`config.mk`:
```
export PLATFORM = sky130hd
export DESIGN_NAME = fetch_unit
export DESIGN_NICKNAME = d
export VERILOG_FILES = /design/src/rtl/riscv_pkg.sv /design/src/rtl/fetch_fifo.sv /design/src/rtl/fetch_unit.sv
export SDC_FILE = /design/constraint.sdc
export NUM_CORES = 1
export LEC_CHECK = 0
export CELL_PAD_IN_SITES_DETAIL_PLACEMENT = 1
export CELL_PAD_IN_SITES_GLOBAL_PLACEMENT = 2
export CORE_ASPECT_RATIO = 2
export CORE_UTILIZATION = 37
export CTS_CLUSTER_SIZE = 30
export DETAILED_ROUTE_END_ITERATION = 10
export PLACE_DENSITY_LB_ADDON = 0.1
export REMOVE_ABC_BUFFERS = 1
export SLEW_MARGIN = 20
export SYNTH_ARGS = -nofsm -noshare
export SYNTH_HDL_FRONTEND = slang
export SYNTH_SLANG_ARGS = --single-unit
```
`constraint.sdc`:
```
create_clock -name clk -period 8.2 [get_ports clk]
set_input_delay 1.64 -clock clk [delete_from_list [all_inputs] [get_ports clk]]
set_output_delay 1.64 -clock clk [all_outputs]
set_load 0.05 [all_outputs]
```
`src/rtl/riscv_pkg.sv`:
```
// Shared RISC-V front-end definitions: bubble encoding, major opcodes,
// the fetch buffer entry layout and the fetch FSM state type.
package riscv_pkg;

    localparam int unsigned XLEN = 32;
    localparam int unsigned ILEN = 32;

    localparam logic [ILEN-1:0] NOP_BUBBLE = 32'b0;

    // Major opcodes, also decoded by the hazard stage
    localparam logic [6:0] LUI    = 7'b0110111;
    localparam logic [6:0] AUIPC  = 7'b0010111;
    localparam logic [6:0] JAL    = 7'b1101111;
    localparam logic [6:0] JALR   = 7'b1100111;
    localparam logic [6:0] BRANCH = 7'b1100011;
    localparam logic [6:0] LOAD   = 7'b0000011;
    localparam logic [6:0] STORE  = 7'b0100011;
    localparam logic [6:0] OP_IMM = 7'b0010011;
    localparam logic [6:0] OP     = 7'b0110011;
    localparam logic [6:0] FENCE  = 7'b0001111;

    typedef struct packed {
        logic [ILEN-1:0] instr;
        logic [XLEN-1:0] pc;
    } fetch_entry_t;

    typedef enum logic {
        ST_RUN   = 1'b0,
        ST_FLUSH = 1'b1
    } fetch_state_e;

    // Force a byte address onto a word boundary
    function automatic logic [XLEN-1:0] align_word(input logic [XLEN-1:0] addr);
        return {addr[XLEN-1:2], 2'b00};
    endfunction

endpackage

```
`src/rtl/fetch_fifo.sv`:
```
// Synchronous circular FIFO of fetch entries.
// Ports: push_i/data_i write, pop_i read (head_o is the current head),
//        flush_i empties the FIFO and wins over push; full_o/empty_o/count_o status.
module fetch_fifo
    import riscv_pkg::*;
#(
    parameter int unsigned DEPTH = 2,
    localparam int unsigned CNT_W = $clog2(DEPTH + 1),
    localparam int unsigned PTR_W = (DEPTH > 1) ? $clog2(DEPTH) : 1
) (
    input  logic               clk,
    input  logic               rst_n,
    input  logic               push_i,
    input  logic               pop_i,
    input  logic               flush_i,
    input  fetch_entry_t       data_i,
    output logic               full_o,
    output logic               empty_o,
    output logic [CNT_W-1:0]   count_o,
    output fetch_entry_t       head_o
);

    fetch_entry_t     r_mem [DEPTH];
    logic [PTR_W-1:0] r_wr_ptr;
    logic [PTR_W-1:0] r_rd_ptr;
    logic [CNT_W-1:0] r_count;
    logic             w_push;
    logic             w_pop;

    function automatic logic [PTR_W-1:0] ptr_inc(input logic [PTR_W-1:0] p);
        return (p == PTR_W'(DEPTH - 1)) ? '0 : p + PTR_W'(1);
    endfunction

    assign full_o  = (r_count == CNT_W'(DEPTH));
    assign empty_o = (r_count == '0);
    assign count_o = r_count;
    assign head_o  = r_mem[r_rd_ptr];

    // A full FIFO still accepts a push when the head leaves in the same cycle
    assign w_pop  = pop_i & ~empty_o;
    assign w_push = push_i & (~full_o | w_pop);

    // Pointer and occupancy tracking
    always_ff @(posedge clk) begin
        if (!rst_n || flush_i) begin
            r_wr_ptr <= '0;
            r_rd_ptr <= '0;
            r_count  <= '0;
        end else begin
            if (w_push) r_wr_ptr <= ptr_inc(r_wr_ptr);
            if (w_pop)  r_rd_ptr <= ptr_inc(r_rd_ptr);
            r_count <= r_count + CNT_W'(w_push) - CNT_W'(w_pop);
        end
    end

    // Storage needs no reset: occupancy alone decides what is valid
    always_ff @(posedge clk) begin
        if (rst_n && !flush_i && w_push) r_mem[r_wr_ptr] <= data_i;
    end

endmodule

```
`src/rtl/fetch_unit.sv`:
```
// Instruction fetch stage: owns the fetch PC, issues in-order req/gnt/rvalid
// requests, buffers returned words and presents one instruction per cycle.
// Ports: clk/rst_n; stop_i stall and br_i/br_target_i redirect from downstream;
//        imem_* memory handshake; instr_o/pc_o/instr_valid_o to the hazard stage.
module fetch_unit
    import riscv_pkg::*;
#(
    parameter int unsigned     BITS       = 32,
    parameter logic [BITS-1:0] RESET_PC   = 32'h0000_0000,
    parameter int unsigned     FIFO_DEPTH = 2
) (
    input  logic            clk,
    input  logic            rst_n,
    input  logic            stop_i,
    input  logic            br_i,
    input  logic [BITS-1:0] br_target_i,
    output logic            imem_req_o,
    output logic [BITS-1:0] imem_addr_o,
    input  logic            imem_gnt_i,
    input  logic            imem_rvalid_i,
    input  logic [31:0]     imem_rdata_i,
    output logic [31:0]     instr_o,
    output logic [BITS-1:0] pc_o,
    output logic            instr_valid_o
);

    localparam int unsigned CNT_W = $clog2(FIFO_DEPTH + 1);
    localparam int unsigned SUM_W = CNT_W + 1;

    fetch_state_e    r_state;
    fetch_state_e    w_state_nxt;
    logic [BITS-1:0] r_fetch_pc;
    logic [BITS-1:0] w_fetch_pc_nxt;
    logic [BITS-1:0] r_resp_pc;
    logic [BITS-1:0] w_resp_pc_nxt;
    logic [CNT_W-1:0] r_outstanding;
    logic [CNT_W-1:0] w_outstanding_nxt;
    logic [CNT_W-1:0] r_discard;
    logic [CNT_W-1:0] w_discard_nxt;

    logic             w_req;
    logic             w_grant;
    logic             w_push;
    logic             w_pop;
    logic             w_valid;
    logic             w_fifo_full;
    logic             w_fifo_empty;
    logic [CNT_W-1:0] w_fifo_count;
    logic [SUM_W-1:0] w_inflight;
    logic [BITS-1:0]  w_br_pc;
    fetch_entry_t     w_push_entry;
    fetch_entry_t     w_head;

    fetch_fifo #(.DEPTH(FIFO_DEPTH)) u_fifo (
        .clk     (clk),
        .rst_n   (rst_n),
        .push_i  (w_push),
        .pop_i   (w_pop),
        .flush_i (br_i),
        .data_i  (w_push_entry),
        .full_o  (w_fifo_full),
        .empty_o (w_fifo_empty),
        .count_o (w_fifo_count),
        .head_o  (w_head)
    );

    // Requests in flight plus buffered words never exceed the buffer size,
    // so every response has a slot waiting for it
    assign w_inflight = SUM_W'(r_outstanding) + SUM_W'(w_fifo_count);
    assign w_req      = rst_n & (r_state == ST_RUN) & ~br_i
                      & (w_inflight < SUM_W'(FIFO_DEPTH));
    assign w_grant    = w_req & imem_gnt_i;
    assign w_br_pc    = BITS'(align_word(XLEN'(br_target_i)));

    // Outputs are quiet while held in reset and on the redirect cycle
    assign w_valid = rst_n & ~w_fifo_empty & ~br_i;
    assign w_pop   = w_valid & ~stop_i;

    assign imem_req_o    = w_req;
    assign imem_addr_o   = r_fetch_pc;
    assign instr_valid_o = w_valid;
    assign instr_o       = w_valid ? w_head.instr : NOP_BUBBLE;
    assign pc_o          = w_valid ? BITS'(w_head.pc) : '0;

    // State and fetch bookkeeping registers
    always_ff @(posedge clk) begin
        if (!rst_n) begin
            r_state       <= ST_RUN;
            r_fetch_pc    <= BITS'(align_word(XLEN'(RESET_PC)));
            r_resp_pc     <= BITS'(align_word(XLEN'(RESET_PC)));
            r_outstanding <= '0;
            r_discard     <= '0;
        end else begin
            r_state       <= w_state_nxt;
            r_fetch_pc    <= w_fetch_pc_nxt;
            r_resp_pc     <= w_resp_pc_nxt;
            r_outstanding <= w_outstanding_nxt;
            r_discard     <= w_discard_nxt;
        end
    end

    // Next-state: redirect, response steering and PC advance
    always_comb begin
        w_state_nxt       = r_state;
        w_fetch_pc_nxt    = r_fetch_pc;
        w_resp_pc_nxt     = r_resp_pc;
        w_outstanding_nxt = r_outstanding + CNT_W'(w_grant) - CNT_W'(imem_rvalid_i);
        w_discard_nxt     = r_discard;
        w_push            = 1'b0;
        w_push_entry.instr = imem_rdata_i;
        w_push_entry.pc    = XLEN'(r_resp_pc);

        if (br_i) begin
            // Every request still in flight is wrong-path; one returning now is dropped now
            w_fetch_pc_nxt = w_br_pc;
            w_resp_pc_nxt  = w_br_pc;
            w_discard_nxt  = r_outstanding - CNT_W'(imem_rvalid_i);
            w_state_nxt    = (w_discard_nxt != '0) ? ST_FLUSH : ST_RUN;
        end else begin
            if (w_grant) w_fetch_pc_nxt = r_fetch_pc + BITS'(4);
            if (imem_rvalid_i) begin
                if (r_discard != '0) begin
                    w_discard_nxt = r_discard - CNT_W'(1);
                end else begin
                    w_push        = 1'b1;
                    w_resp_pc_nxt = r_resp_pc + BITS'(4);
                end
            end
            if (r_state == ST_FLUSH && w_discard_nxt == '0) w_state_nxt = ST_RUN;
        end
    end

    // The issue rule must keep the buffer from overflowing
    a_no_overflow: assert property (@(posedge clk) disable iff (!rst_n)
        !(w_push && w_fifo_full && !w_pop && !br_i));

endmodule

```
# Yosys cells after proc, flatten, opt, wreduce, memory -nomap -nowiden

Memory sizes are Yosys's and may differ from the RTL's. A register that Yosys moved wholly into a read port is not among the register bits.
Index checks and enable logic that the tools add are counted.

$add $sub $neg: 11
Magnitude comparators: 1
Eq/ne operators: 2
Muxes and demuxes: 23
Bitwise logic cells: 17
Reductions and logical operators: 16

Operators by type and width:

| operator                | number |
|---|---|
| $mux W32                | 7 |
| $add A32 B3 Y32 const B | 2 |
| $mux W1                 | 12 |
| $reduce_bool A2 Y1      | 5 |
| $and A1 B1 Y1           | 9 |
| $mux W2                 | 4 |
| $not A1 Y1              | 7 |
| $sub A2 B1 Y2           | 3 |
| $add A2 B1 Y2           | 2 |
| $logic_not A2 Y1        | 2 |
| $reduce_and A2 Y1       | 2 |
| $add A2 B2 Y3           | 1 |
| $logic_and A1 B1 Y1     | 3 |
| $lt A3 B2 Y1 const B    | 1 |
| $add A1 B1 Y1 const B   | 2 |
| $eq A2 B2 Y1 const B    | 1 |
| $logic_not A1 Y1        | 2 |
| $ne A2 B2 Y1 const B    | 1 |
| $reduce_or A2 Y1        | 1 |
| $sub A2 B1 Y2 const B   | 1 |
| $logic_or A1 B1 Y1      | 1 |
| $or A1 B1 Y1            | 1 |

Register bits after elaboration: 73
RAM bits: 128
Output and inout port bits: 98
Memories kept: 1

Memories:

| name         | words | width | read ports | clocked after memory_dff | wr ports | line             | source |
|---|---|---|---|---|---|---|---|
| u_fifo.r_mem | 2     | 64    | 1          | 1                        | 1        | fetch_fifo.sv:23 | `fetch_entry_t r_mem [DEPTH];` |

# Logic depth before layout (Yosys ltp)

Gate-level depths: netlist (run 1).

Depth in word-level cells: 11
Gate-level depth with buffers: 11
Depth with buffers taken out: 10

# Modules after synthesis

Synthesis (run 1) repeated with hierarchy kept, for this count alone.

Cells, all modules: 721
Area total of the unflattened synthesis: 8744.6 um^2

By module, submodules not included:

| module     | times used | cells each | area an instance (um^2) | seq. area each (um^2) |
|---|---|---|---|---|
| fetch_fifo | 1          | 230        | 4874.7                  | 3943.8 |
| fetch_unit | 1          | 491        | 3870.0                  | 1301.2 |

# Least setup slack after synthesis (run 1)

OpenSTA, ideal clock, no wires.

Path kind: input -> register
Start point: input port imem_rvalid_i
End point: memory u_fifo.r_mem[0][10] (netlist bit), enable pin
Arrival: 5.385 ns
Required time: 7.718 ns
Path slack: 2.333 ns
Stages on the path: 5
Path buffers: 1
Path through: or3b_1 buf_2 a311oi_1 nand2_1 nor2_1

Cells in the longest elaborated chain, start to end: 6

Ends and longest elaborated chain:

| item                          | line              | source |
|---|---|---|
| start, declared               | fetch_unit.sv:20  | `input logic imem_rvalid_i,` |
| $mux W1                       | fetch_unit.sv:121 | `if (imem_rvalid_i) begin` |
| $mux W1                       | fetch_unit.sv:113 | `if (br_i) begin` |
| $and A1 B1 Y1                 | fetch_fifo.sv:41  | `assign w_push = push_i & (~full_o \| w_pop);` |
| $logic_and A1 B1 Y1           | fetch_fifo.sv:58  | `if (rst_n && !flush_i && w_push) r_mem[r_wr_ptr] <= data_i;` |
| $mux W1                       | fetch_fifo.sv:58  |  |
| $mux W1 (not written as such) | fetch_fifo.sv:58  |  |
| end, declared                 | fetch_fifo.sv:23  |  |

Every way passes these cells.

# Worst setup path after layout (run 1)

Start point: input port br_i
End point: output port pc_o[23]

Cells in the longest elaborated chain, start to end: 3

Ends and longest elaborated chain:

| item            | line             | source |
|---|---|---|
| start, declared | fetch_unit.sv:15 | `input logic br_i,` |
| $not A1 Y1      | fetch_unit.sv:76 | `assign w_valid = rst_n & ~w_fifo_empty & ~br_i;` |
| $and A1 B1 Y1   | fetch_unit.sv:76 |  |
| $mux W32        | fetch_unit.sv:83 | `assign pc_o = w_valid ? BITS'(w_head.pc) : '0;` |
| end, declared   | fetch_unit.sv:23 | `output logic [BITS-1:0] pc_o,` |

Every way passes these cells.

==> results.cfg, run 1 <==
[yosys]
synth_top_cells_by_count = edfxtp_1, nor2_1, dfxtp_1, mux2i_1, a21oi_1
ys_top_cells_by_area = edfxtp_1, dfxtp_1, mux2i_1
async_flop_share_pct = 0
synthFlopType = edfxtp_1
synth_area_leader_cell = edfxtp_1
yosysMostFrequentCell = edfxtp_1
syn_avg_cell_area_um2 = 11.86
syn_area_um2 = 8504
synth_edf_count = 124
synth_top_area_share_pct = 43.78
synth.distinct_cells = 57
synthCells = 717
ys_ff_latch = 194
yosysWarnings = 0
synth_seq_area_share_pct = 60.26

[clock_tree]
ctsResizeCount = 0
clkLatencyLatePin_ps = 430
cts_hold_buf = 0
numCtsBuffers = 17
cts_sinks = 194
htreeDepth = 4
cts_buffer_depth = 2
postCtsSetupBuffers = 0
cts_tree = yes
root_buffer = clkbuf_16
clk_pin_slew_ps = 60

[worst_setup_path]
worstPathRequired_ps = 6560
reg2reg_from = u_fifo.count_o[0]$_SDFF_PP0_
crit_fanout = 64
start_kind = input pin
critical_path_class = in2out
arrival_ps = 4300
r2r.worst_path.cells = 10
crit_start = br_i
critPathSlowestCell = clkdlybuf4s50_1
max_stage_delay_ps = 730
crit_chain = clkdlybuf4s50_1 -> buf_4 -> nor2b_1 -> o21ai_4 -> buf_4 -> nor2_1 -> clkdlybuf4s50_1
reg2reg_to = r_outstanding[1]$_SDFF_PN0_
cp-end-kind = primary output
r2r_slack_ps = 4700

[detailed_routing]
first_pass_iters = 4
vias_per_cell = 5.158
drt_iter0_markers = 230
routed_wl_mm = 21.26
drc = 0
final_antenna_net_count = 0
dr_total_vias = 5968
wl_per_cell_um = 18.37

[sta]
finClkSkew_ps = 14.45
hold_viol_final = 0
max_slew.worst_pin.slew_ps = 973.5
rsz0062_at_grt = no
maxSlewViolCount = 0
max_clock_freq_mhz = 168.3
whs_ps = 509.2
fin_setup_tns_ps = 0
post-route-period-util_pct = 72.45
min_period_ps = 5941
setup_viol = 0
slew_headroom_pct = 34.50

[hold_path]
holdPathStages = 0
hold_path.startpoint = r_resp_pc[22]$_SDFFE_PN0P_
min_to = u_fifo.r_mem[1][22]$_DFFE_PP_
hold_path.class = reg2reg

[floorplanning]
die_h_um = 216.4
core-area_um2 = 22640
die_x_um = 109.2
io_pins = 168
start_util_pct = 37.56
placementRows = 78
die_area_um2 = 23630

[finish]
insertedDiodeCount = 0
final_nets = 941
regArea_um2 = 5129
fillers = 2439
area_growth_pct = 28.06
finish.instance_area_um2 = 10890
multiInputGateArea_um2 = 3131
stdcell_count = 1157
drive_gt1_share_pct = 5.929

[global_route]
grt_max_degree = 65
grt_pass1_wl_mm = 33.67
grt_pass1_vias = 6440
track_usage_pct = 18.77
gr-total-overflow = 0
antenna_found_initial = 0

[placed_design]
dp_hpwl_mm = 15.30
place.gp.congestion = 0.8285
numPortBuffers = 161
dpl-instance-area_um2 = 10310
dpl.cell_count = 1125

[power]
power.density_nw_per_um2 = 197.6
power_mw = 2.152
vdd_ir_drop_max_mv = 0.09900
p_leak_nw = 3.464

[outcome]
outcome = finished clean

[run]
maxCapViolCount = 0
cell usage in the layout (no fill, tap or decap), drive strengths merged, types with 2 or more instances in the layout:
| master | synthesis | layout |
|---|---|---|
| and2 | 11 | 11 |
| o21ai | 32 | 32 |
| dfxtp | 70 | 70 |
| o21a | 3 | 3 |
| nor3 | 13 | 13 |
| nand3b | 2 | 2 |
| edfxtp | 124 | 124 |
| a31oi | 9 | 9 |
| nor2 | 85 | 85 |
| clkinvlp | 0 | 3 |
| clkbuf | 31 | 24 |
| clkdlybuf4s50 | 0 | 161 |
| o22ai | 5 | 5 |
| nand4b | 3 | 3 |
| nand3 | 18 | 18 |
| mux2 | 4 | 4 |
| conb | 1 | 4 |
| nor4 | 12 | 12 |
| nor2b | 2 | 2 |
| and3 | 12 | 12 |
| nand2 | 36 | 36 |
| xor2 | 25 | 25 |
| buf | 11 | 7 |
| clkinv | 0 | 4 |
| mux2i | 62 | 62 |
| a21oi | 47 | 47 |
| nand4 | 27 | 27 |
| nor3b | 2 | 2 |
| nand2b | 3 | 3 |
| and4 | 3 | 3 |
| xnor2 | 32 | 32 |
| or4 | 2 | 2 |
| ha | 6 | 6 |
| inv | 10 | 10 |
area by class of cell:
class / instances / area share [%]
clock buffer: 24 / 4.630
clock inverter: 8 / 0.6893
inverter: 10 / 0.3447
multi-input combinational: 473 / 28.75
sequential: 194 / 47.09
tap: 280 / 3.217
timing repair buffer: 168 / 15.28
per-layer routing:
| metal | track usage [%] | vias to the layer above | share of wire [%] |
|---|---|---|---|
| met5 | 0 | - | 0 |
| met4 | 6.978 | 0 | 1.9 |
| met3 | 3.850 | 27 | 3.9 |
| met2 | 36.02 | 135 | 56 |
| met1 | 19.21 | 2916 | 38 |
| li1 | - | 2890 | - |
critical path: cells and delay by family:
kind	cells	cell delay (ps)
AO/OA/AOI/OAI	1	70
AND/OR/NAND/NOR	2	270
buffers and inverters	4	2220
worst max path at each step:
stage                                          endpoint  slack [ps]
final                                          pc_o[23]        2260
after global routing                           pc_o[20]        2110
after CTS                                      pc_o[23]        2220
after detailed placement                    instr_o[10]        2200
after global placement                      instr_o[10]        2240
after floorplan           u_fifo.r_mem[0][10]$_DFFE_PP_        2310
state kept, by name (all words and copies together), names as in the netlist, named ones only:
register,cells
imem_addr_o,30
u_fifo.r_rd_ptr,1
r_outstanding,2
u_fifo.count_o,2
u_fifo.r_mem,124
r_state,1
r_resp_pc,30
r_discard,2
u_fifo.r_wr_ptr,1
cells by family after synthesis:
| family | Yosys count | share of synthesized area [%] |
|---|---|---|
| flip-flops | 194 | 60.26 |
| AO/OA/AOI/OAI | 103 | 6.679 |
| AND/OR/NAND/NOR | 236 | 14.90 |
| buffers and inverters | 53 | 3.296 |
| multiplexers | 66 | 7.827 |
| adder cells (fa/ha/maj) | 7 | 1.118 |
| other | 1 | 0.04409 |
| XOR/XNOR | 57 | 5.870 |
through the flow:
stage	util (%)	setup WS, ps
global placement	45.54	2235
finish	48.10	2259
CTS	48.10	2222
global route	48.10	2107
floorplan	-	2309
detailed placement	45.54	2205
where the power goes:
group / internal [mW] / leakage (nW) / switching [mW] / total [mW]
Sequential: 1.08 / 1.72 / 0.0405 / 1.12
Clock: 0.462 / 0.274 / 0.344 / 0.806
Combinational: 0.0914 / 1.47 / 0.137 / 0.228
Total: 1.63 / 3.46 / 0.521 / 2.15
Power figures use the tool's default switching activity.
==> inputs of run 2 (changes only) <==
--- a/config.mk
+++ b/config.mk
@@ -8,7 +8,7 @@
 export CELL_PAD_IN_SITES_DETAIL_PLACEMENT = 1
 export CELL_PAD_IN_SITES_GLOBAL_PLACEMENT = 2
 export CORE_ASPECT_RATIO = 2
-export CORE_UTILIZATION = 37
+export CORE_UTILIZATION = 31
 export CTS_CLUSTER_SIZE = 30
 export DETAILED_ROUTE_END_ITERATION = 10
 export PLACE_DENSITY_LB_ADDON = 0.1
==> constraint.sdc (replaced) <==
create_clock -name clk -period 5 [get_ports clk]
set_input_delay 1 -clock clk [delete_from_list [all_inputs] [get_ports clk]]
set_output_delay 1 -clock clk [all_outputs]
set_load 0.05 [all_outputs]
==> results.cfg, run 2 (synthesis gave the netlist of run 1 again) <==
[sta]
rsz0062_at_grt = no
post-route-period-util_pct = 83.56
setup_viol = 0
min_period_ps = 4178
max_clock_freq_mhz = 239.3
fin_setup_tns_ps = 0
max_slew.worst_pin.slew_ps = 952.0
setup_slack_ps = 821.9
hold_viol_final = 0
slew_headroom_pct = 36.04
whs_ps = 519.0
maxSlewViolCount = 0
finClkSkew_ps = 15.73

[clock_tree]
cts_tree = yes
clkLatencyLatePin_ps = 440
htreeDepth = 4
cts_buffer_depth = 2
cts_sinks = 194
numCtsBuffers = 17
cts_hold_buf = 0
ctsResizeCount = 0
clk_pin_slew_ps = 70
postCtsSetupBuffers = 0
root_buffer = clkbuf_16

[floorplanning]
die_area_um2 = 28140
core-area_um2 = 26910
placementRows = 85
start_util_pct = 31.61
io_pins = 168
die_h_um = 236.2
die_x_um = 119.1

[finish]
area_growth_pct = 35.22
largest_reg_flops = 124
postLayoutCoreUtil_pct = 42.74
largest_register = u_fifo.r_mem
final_cell_mix = edfxtp_1, clkdlybuf4s50_1, nor2_1
final_nets = 946
drive_gt1_share_pct = 14.06
insertedDiodeCount = 0
stdcell_count = 1230
finish.instance_area_um2 = 11500
mostFrequentLayoutCell = edfxtp_1

[worst_setup_path]
cp-end-kind = primary output
arrival_ps = 3180
max_stage_delay_ps = 470
crit_fanout = 23
critical_path_class = in2out
crit_start = rst_n
cp.depth = 7
critPathSlowestCell = clkdlybuf4s50_1
worstPathRequired_ps = 4000
reg2reg_from = u_fifo.count_o[0]$_SDFF_PP0_
worst-path-buf-inv = 4
crit_chain = clkdlybuf4s50_1 -> nor2b_1 -> o21ai_4 -> buf_16 -> buf_4 -> nor2_1 -> buf_12
start_kind = input pin
r2r_slack_ps = 1790
r2r.worst_path.cells = 8
cp_top_family = buffers and inverters

[global_route]
grt_max_degree = 63
gr-total-overflow = 0
track_usage_pct = 16.45
grt_pass1_vias = 6588
antenna_found_initial = 0
grt_pass1_wl_mm = 35.49

[placed_design]
place.gp.congestion = 0.7962
place_ws_ps = 704.8
dp_hpwl_mm = 16.28
numPortBuffers = 161
dpl.cell_count = 1198
dpl-instance-area_um2 = 10880

[detailed_routing]
first_pass_iters = 4
drc = 0
dr_total_vias = 5993
drt_iter0_markers = 266
vias_per_cell = 4.872
routed_wl_mm = 22.17
final_antenna_net_count = 0
wl_per_cell_um = 18.02

[outcome]
outcome = finished clean

[power]
power.density_nw_per_um2 = 317.6
p_int_mw = 2.765
vdd_ir_drop_max_mv = 0.1677
seqPwrFrac_pct = 50.2
sw_frac_of_total_pct = 24.30
clockPowerShare_pct = 39.2
p_leak_nw = 3.768
switching_power_mw = 0.8873
power_mw = 3.652
combPwrFrac_pct = 10.6

[hold_path]
hold_path.startpoint = r_resp_pc[31]$_SDFFE_PN0P_
holdPathStages = 0
hold_path.class = reg2reg

[run]
maxCapViolCount = 0
run 2: area by class of cell:
cell class                 instances  area, um2
inverter                          10      37.54
clock buffer                      19      432.9
sequential                       194       5129
timing repair buffer             173       2150
multi-input combinational        473       3131
fill                            2853      15410
tap                              348      435.4
clock inverter                    13      185.2
run 2: path summary, 6_finish.rpt:
| path | to |
|---|---|
| worst max-delay path | instr_o[0] |
| worst min-delay path | u_fifo.r_mem[1][31]$_DFFE_PP_ |
| worst max register to register | imem_addr_o[15]$_SDFFE_PN0P_ |
| worst min register to register | u_fifo.r_mem[1][31]$_DFFE_PP_ |
run 2: layer usage:
| metal | GRT usage, % | part of all wire, % | vias to the layer above |
|---|---|---|---|
| met1 | 16.26 | 37 | 2918 |
| met5 | 0 | 0 | - |
| met4 | 6.176 | 2.1 | 0 |
| li1 | - | - | 2912 |
| met3 | 3.288 | 3.5 | 24 |
| met2 | 32.61 | 57 | 139 |
run 2: power groups by stage:
| stage | clock network (mW) | registers, mW | logic [mW] |
|---|---|---|---|
| after CTS | 1.48 | 1.83 | 0.393 |
| after global placement | 0 | 1.86 | 0.383 |
| final | 1.43 | 1.83 | 0.387 |
| after floorplan | 0 | 1.91 | 0.159 |
| after global routing | 1.53 | 1.84 | 0.417 |
| after detailed placement | 0 | 1.87 | 0.390 |
run 2: worst reg2reg max path: cells and delay by family, from the launching register on:
kind / cells / cell delay [ps]
and+or+nand+nor: 5 / 1940
adders and majority gates: 1 / 490
DFF: 1 / 370
AOI/OAI and AO/OA: 1 / 200
buffers and inverters: 1 / 120
